<file path="config.mk">
export PLATFORM = sky130hd
export DESIGN_NAME = shwr_area_capture
export DESIGN_NICKNAME = d
export VERILOG_FILES = /design/src/rtl/shwr_area_capture_pkg.sv /design/src/rtl/shwr_rec_fifo.sv /design/src/rtl/shwr_area_capture.sv
export SDC_FILE = /design/constraint.sdc
export NUM_CORES = 1
export LEC_CHECK = 0
export CAP_MARGIN = 10
export CELL_PAD_IN_SITES_DETAIL_PLACEMENT = 0
export CELL_PAD_IN_SITES_GLOBAL_PLACEMENT = 1
export CORE_UTILIZATION = 25
export DETAILED_ROUTE_END_ITERATION = 8
export DONT_BUFFER_PORTS = 1
export GPL_TIMING_DRIVEN = 0
export PLACE_DENSITY_LB_ADDON = 0.1
export REMOVE_ABC_BUFFERS = 1
export SLEW_MARGIN = 20
export SYNTH_ARGS = -nofsm -noshare
export SYNTH_HDL_FRONTEND = slang
export SYNTH_HIERARCHICAL = 1
export SYNTH_SLANG_ARGS = --single-unit
</file>
<file path="constraint.sdc">
create_clock -name CLK120 -period 4.8 [get_ports CLK120]
set_input_delay 0.96 -clock CLK120 [delete_from_list [all_inputs] [get_ports CLK120]]
set_output_delay 0.96 -clock CLK120 [all_outputs]
set_load 0.02 [all_outputs]
</file>
<file path="src/rtl/shwr_area_capture_pkg.sv">
// +------------------------------------------------------------------------+
// | shwr_area_capture_pkg : record layout, FSM encoding, shared widths       |
// | Optional macro: SHWR_AREA_TIMESTAMP_EN.   Revision: 1.0                  |
// +------------------------------------------------------------------------+
`ifndef SHWR_AREA_WIDTH
`define SHWR_AREA_WIDTH 24
`endif
`ifndef ADC_WIDTH
`define ADC_WIDTH 12
`endif
`ifndef SHWR_BASELINE_EXTRA_BITS
`define SHWR_BASELINE_EXTRA_BITS 3
`endif
`default_nettype none

package shwr_area_capture_pkg;

  localparam int INTEGRAL_W   = `SHWR_AREA_WIDTH;
  localparam int PEAK_W       = `ADC_WIDTH;
  localparam int BASELINE_W   = `ADC_WIDTH + `SHWR_BASELINE_EXTRA_BITS;

  localparam int INTEGRAL_LSB = 0;
  localparam int PEAK_LSB     = INTEGRAL_LSB + INTEGRAL_W;
  localparam int BASELINE_LSB = PEAK_LSB + PEAK_W;
  localparam int SAT_BIT      = BASELINE_LSB + BASELINE_W;
  localparam int TRUNC_BIT    = SAT_BIT + 1;
  localparam int SEQ_LSB      = TRUNC_BIT + 1;

`ifdef SHWR_AREA_TIMESTAMP_EN
  localparam int TS_W = 32;
`else
  localparam int TS_W = 0;
`endif

  localparam int SHWR_CAPTURE_DROP_WIDTH = 16;

  typedef enum logic [1:0] {
    ST_IDLE     = 2'd0,
    ST_SETTLE   = 2'd1,
    ST_CAPTURE  = 2'd2,
    ST_WAIT_LOW = 2'd3
  } cap_state_t;

  function automatic int rec_width(input int seq_w);
    return SEQ_LSB + seq_w + TS_W;
  endfunction

endpackage

`default_nettype wire

</file>
<file path="src/rtl/shwr_rec_fifo.sv">
// +------------------------------------------------------------------------+
// | shwr_rec_fifo : synchronous first-word-fall-through record FIFO          |
// | Revision: 1.0                                                            |
// +------------------------------------------------------------------------+
`default_nettype none

module shwr_rec_fifo #(
  parameter int WIDTH      = 8,
  parameter int DEPTH_LOG2 = 4
) (
  input  logic                  clk,
  input  logic                  rst,
  input  logic                  wr_en,
  input  logic [WIDTH-1:0]      wr_data,
  input  logic                  rd_en,
  output logic [WIDTH-1:0]      rd_data,
  output logic [DEPTH_LOG2:0]   count,
  output logic                  full,
  output logic                  empty
);

  localparam int DEPTH = 1 << DEPTH_LOG2;
  localparam logic [DEPTH_LOG2:0] FULL_CNT = {1'b1, {DEPTH_LOG2{1'b0}}};

  logic [WIDTH-1:0]      r_mem [DEPTH];
  logic [DEPTH_LOG2-1:0] r_wr_ptr;
  logic [DEPTH_LOG2-1:0] r_rd_ptr;
  logic [DEPTH_LOG2:0]   r_count;
  logic                  w_push;
  logic                  w_pop;

  assign empty  = (r_count == '0);
  assign full   = (r_count == FULL_CNT);
  assign count  = r_count;
  assign w_pop  = rd_en & ~empty;
  // A pop frees the slot in the same cycle, so a full FIFO still accepts.
  assign w_push = wr_en & (~full | rd_en);

  always_ff @(posedge clk) begin
    if (w_push) r_mem[r_wr_ptr] <= wr_data;
  end

  always_ff @(posedge clk or posedge rst) begin
    if (rst) begin
      r_wr_ptr <= '0;
      r_rd_ptr <= '0;
      r_count  <= '0;
    end else begin
      if (w_push) r_wr_ptr <= r_wr_ptr + 1'b1;
      if (w_pop)  r_rd_ptr <= r_rd_ptr + 1'b1;
      case ({w_push, w_pop})
        2'b10:   r_count <= r_count + 1'b1;
        2'b01:   r_count <= r_count - 1'b1;
        default: r_count <= r_count;
      endcase
    end
  end

  assign rd_data = empty ? '0 : r_mem[r_rd_ptr];

endmodule

`default_nettype wire

</file>
<file path="src/rtl/shwr_area_capture.sv">
// +------------------------------------------------------------------------+
// | shwr_area_capture : latches settled shower results once per trigger      |
// | Optional macro: SHWR_AREA_TIMESTAMP_EN.   Revision: 1.0                  |
// +------------------------------------------------------------------------+
`default_nettype none

module shwr_area_capture
  import shwr_area_capture_pkg::*;
#(
  parameter  int SETTLE_CYCLES   = 264,
  parameter  int FIFO_DEPTH_LOG2 = 4,
  parameter  int SEQ_WIDTH       = 8,
  localparam int REC_WIDTH       = rec_width(SEQ_WIDTH)
) (
  input  logic                               CLK120,
  input  logic                               RESET,
  input  logic                               TRIGGERED,
  input  logic [`SHWR_AREA_WIDTH-1:0]        INTEGRAL,
  input  logic [`ADC_WIDTH-1:0]              PEAK,
  input  logic [`ADC_WIDTH+`SHWR_BASELINE_EXTRA_BITS-1:0] BASELINE,
  input  logic                               SATURATED,
  input  logic                               RD_EN,
  output logic                               REC_VALID,
  output logic [REC_WIDTH-1:0]               REC_DATA,
  output logic [FIFO_DEPTH_LOG2:0]           REC_COUNT,
  output logic                               OVERFLOW,
  output logic [SHWR_CAPTURE_DROP_WIDTH-1:0] DROP_COUNT
);

  localparam int CNT_W = 12;
  localparam logic [CNT_W-1:0] SETTLE_LAST = CNT_W'(SETTLE_CYCLES);

  cap_state_t                         r_state;
  cap_state_t                         w_state_nxt;
  logic                               r_trig_d;
  logic [CNT_W-1:0]                   r_cnt;
  logic [CNT_W-1:0]                   w_cnt_nxt;
  logic [SEQ_LSB-1:0]                 r_payload;
  logic [SEQ_WIDTH-1:0]               r_seq;
  logic                               r_overflow;
  logic [SHWR_CAPTURE_DROP_WIDTH-1:0] r_drop_cnt;
  logic                               w_rise;
  logic                               w_latch;
  logic                               w_trunc;
  logic                               w_wr_en;
  logic                               w_drop;
  logic                               w_full;
  logic                               w_empty;
  logic [REC_WIDTH-1:0]               w_rec;

  assign w_rise = TRIGGERED & ~r_trig_d;

  always_comb begin
    w_state_nxt = r_state;
    w_cnt_nxt   = r_cnt;
    w_latch     = 1'b0;
    w_trunc     = 1'b0;
    case (r_state)
      ST_IDLE: begin
        if (w_rise) begin
          w_state_nxt = ST_SETTLE;
          w_cnt_nxt   = CNT_W'(1);
        end
      end
      ST_SETTLE: begin
        // Reaching the settle count wins over a simultaneous trigger drop.
        if (r_cnt == SETTLE_LAST) begin
          w_state_nxt = ST_CAPTURE;
          w_latch     = 1'b1;
        end else if (!TRIGGERED) begin
          w_state_nxt = ST_CAPTURE;
          w_latch     = 1'b1;
          w_trunc     = 1'b1;
        end else begin
          w_cnt_nxt = r_cnt + 1'b1;
        end
      end
      ST_CAPTURE:  w_state_nxt = TRIGGERED ? ST_WAIT_LOW : ST_IDLE;
      ST_WAIT_LOW: if (!TRIGGERED) w_state_nxt = ST_IDLE;
      default:     w_state_nxt = ST_IDLE;
    endcase
  end

  assign w_wr_en = (r_state == ST_CAPTURE);
  assign w_drop  = w_wr_en & w_full & ~RD_EN;

  always_ff @(posedge CLK120 or posedge RESET) begin
    if (RESET) begin
      r_state    <= ST_IDLE;
      r_trig_d   <= 1'b0;
      r_cnt      <= '0;
      r_payload  <= '0;
      r_seq      <= '0;
      r_overflow <= 1'b0;
      r_drop_cnt <= '0;
    end else begin
      r_state  <= w_state_nxt;
      r_trig_d <= TRIGGERED;
      r_cnt    <= w_cnt_nxt;
      if (w_latch) r_payload <= {w_trunc, SATURATED, BASELINE, PEAK, INTEGRAL};
      // Dropped records still consume a sequence number so readout sees the gap.
      if (w_wr_en) r_seq <= r_seq + 1'b1;
      if (w_drop) begin
        r_overflow <= 1'b1;
        if (r_drop_cnt != '1) r_drop_cnt <= r_drop_cnt + 1'b1;
      end
    end
  end

`ifdef SHWR_AREA_TIMESTAMP_EN
  logic [31:0] r_cycle;
  logic [31:0] r_ts;

  always_ff @(posedge CLK120 or posedge RESET) begin
    if (RESET) begin
      r_cycle <= '0;
      r_ts    <= '0;
    end else begin
      r_cycle <= r_cycle + 1'b1;
      if (r_state == ST_IDLE && w_rise) r_ts <= r_cycle;
    end
  end

  assign w_rec = {r_ts, r_seq, r_payload};
`else
  assign w_rec = {r_seq, r_payload};
`endif

  shwr_rec_fifo #(
    .WIDTH      (REC_WIDTH),
    .DEPTH_LOG2 (FIFO_DEPTH_LOG2)
  ) u_fifo (
    .clk     (CLK120),
    .rst     (RESET),
    .wr_en   (w_wr_en),
    .wr_data (w_rec),
    .rd_en   (RD_EN),
    .rd_data (REC_DATA),
    .count   (REC_COUNT),
    .full    (w_full),
    .empty   (w_empty)
  );

  assign REC_VALID  = ~w_empty;
  assign OVERFLOW   = r_overflow;
  assign DROP_COUNT = r_drop_cnt;

endmodule

`default_nettype wire

</file>
==> metrics <==
routability congestion estimate 0.690; largest net degree at the start of global routing 53; vias per cell 4.49; Post-Syn Instances 1,911; reg2reg path depth 7; P_sw 9.25 mW; Design Power 29.7 mW; Synth cell types 59; Mapped Area 0.0418 mm^2; Max Slew Vio Count 0; outcome finished, final reports clean; XOR/XNOR Fraction of Synth Area 0.649%; post-route minimum period 4480 ps; sequential element share of the synthesized area 76.4%; total gr overflow 0; worst vdd ir 347 uV; simple-gate area share of the yosys netlist 1.91%; initial antenna violation count 14; actual slew at the worst max-slew pin 974 ps; syn avg cell area 21.9 um^2; full die area 0.169 mm^2; via count 19,300; Internal 20.5 mW; sw frac 31.1%; DR DRC count 0; combinational share of power 25.9%; main flop type after synthesis edfxtp_1; non-filler cells, final 4,299; Worst Path Max Fanout 28; Initial Util 25.3%; drt pass-1 iters 5; layout cell share with drive strength beyond 1 27.5%; Net count, final 2,073; P_leak 16.1 nW; Die H 411 um; global-route wire length before repair 160,000 um; vias in the first global route 21,300; Die Wd 411 um; H-tree depth 4; Post-Route WL 112,000 um; max-cap viol count 0; Max Clock Skew 23.5 ps; Core Util, Final 30.1%; Yosys reg bits 1,082; drt wl/cell 26.1 um; worst min path class input pin to asynchronous set/reset pin; Final Hold Viols 0; GRT Util Overall 13.4%; Yosys Warn Count 6; mux share of post-synthesis cell area 17.6%; Post-synth EDFFs 976; Port Buffers 0; core area 0.166 mm^2; reg2reg end u_fifo/r_mem[11][36]; Crit Path Class flop to output port; number of routed nets with antenna violations 0; RSZ-0062 raised after global routing false; Starting DRT DRC Count 1,243; Setup crit end kind output port; Async SR Flop Fraction 9.80%; clock share of power 32.2%; Clock transition at path regs 50 ps; setup violators final 0; Sinks on Clock Net 1,082; Worst EP arrival 3520 ps; cts bufs inserted 132; Clock Tree Buf Depth 3; CTS root buf clkbuf_16; TritonCTS clock tree yes; Layout fillers 16,100; complex-gate fraction of the synthesized area 1.79%; final period utilization 93.4%; commonest non-fill, non-tap cell in the layout edfxtp_1; # IOs 140; post-cts gate resize count 0; Cell Pwr Density 596 mW/mm^2; clk_lat worst skew 750 ps; Max-Slew Margin vs Limit 36.0%; FF-to-FF Start r_state[1]; Synth Area in Adders 0.389%; Syn-to-layout area delta 19.2%; # rows 149; worst path required time 3840 ps; Reg power frac 41.9%; DP HPWL 63,300 um; Max Clock Freq 223 MHz; largest family of logic cells by synthesized area multiplexers; Worst Setup Start Kind flop; Hold-fix buffers, CTS 0; total placed cells including tap cells 4,059; most frequent cells in the layout 976 x edfxtp_1, 242 x mux4_2, 137 x clkbuf_16; Post-CTS Setup Repair Bufs 0; setup slack, reg-to-reg 1210 ps
==> worst max-delay path: stages, from the launching register on <==
cell and delay [ps]:
dfrtp_4 820, buf_12 300, buf_12 270, buf_16 280, mux4_2 270, mux2i_1 80, o22ai_1 690
==> metal layers <==
layer	routed length, um	up-vias	track usage [%]
li1	-	8210	-
met1	48900	10500	17.4
met2	55000	393	22.1
met3	5930	185	3.32
met4	2430	12	3.76
met5	72	-	0
==> registers in the layout, summed over array words and instances (netlist names) <==
signal	cells
r_state	2
DROP_COUNT	16
r_payload	53
r_trig_d	1
OVERFLOW	1
u_fifo/r_rd_ptr	4
r_cnt	12
u_fifo/r_wr_ptr	4
r_seq	8
u_fifo/r_mem	976
u_fifo/count	5
==> Yosys cell counts, types with 6 or more instances <==
cell type	number	area, um^2
buf_1	17	63.8
buf_6	7	78.8
nor3_1	10	50.1
xnor2_1	12	105
nand2_1	21	78.8
o22ai_1	61	382
edfxtp_1	976	29300
nand2b_1	6	37.5
o21ai_0	9	45.0
dfrtp_1	106	2650
mux4_2	242	5450
and3_1	7	43.8
and2_1	17	106
nand4_1	9	56.3
nand3_1	12	60.1
ha_1	13	163
buf_2	30	150
mux2i_1	122	1220
xor2_1	19	166
o31ai_1	14	105
mux2_2	62	698
nor2_1	17	63.8
clkbuf_1	46	173
inv_1	14	52.6
==> metrics by stage <==
stage                     area (um^2)  TNS [ps]  worst slack (ps)  hold WS [ps]
after global routing            49900         0              22.0           123
final                           49900         0               315           131
after CTS                       49900         0               141           103
after global placement          44100  -2790470            -13440           518
after floorplan                 41400   -440120             -7190           479
after detailed placement        45700         0               960           523
==> layout make-up <==
| type | instances | area, um^2 | share of cell area, % |
|---|---|---|---|
| antenna | 2 | 5.00 | 0.0100 |
| clock buffer | 178 | 3650 | 7.32 |
| clock inverter | 60 | 498 | 0.998 |
| inverter | 15 | 63.8 | 0.128 |
| multi-input combinational | 712 | 9410 | 18.9 |
| sequential | 1082 | 32000 | 64.1 |
| tap | 2189 | 2740 | 5.49 |
| timing repair buffer | 61 | 1540 | 3.08 |
==> logic make-up (layout without fill, tap and decap cells) <==
group           count (synthesis)  in the layout
compound gates                111            111
xor+xnor                       31             31
fa+ha+maj                      13             13
buf+inv                       117            314
flops                        1082           1082
mux                           426            426
other cells                     0              2
simple gates                  131            131
==> power groups by stage <==
stage	Combinational, mW	Clock [mW]	Sequential [mW]
3_5_place_dp	8.00	0	12.7
4_1_cts	8.02	9.92	12.5
5_1_grt	8.31	10.2	12.6
3_3_place_gp	5.08	0	13.1
6_report	7.70	9.57	12.4
2_1_floorplan	4.82	0	12.8
==> worst max-delay path by stage <==
stage                       startpoint            to  slack (ps)  cells past startpoint
detailed placement  u_fifo/r_rd_ptr[0]   REC_DATA[3]         960                      6
global route        u_fifo/r_rd_ptr[0]   REC_DATA[3]          20                      6
finish              u_fifo/r_rd_ptr[0]   REC_DATA[3]         320                      6
CTS                 u_fifo/r_rd_ptr[0]   REC_DATA[3]         140                      6
floorplan           u_fifo/r_rd_ptr[0]  REC_DATA[59]       -7190                      4
global placement    u_fifo/r_rd_ptr[0]  REC_DATA[60]      -13440                      3
(Power assumes the default switching activity.)
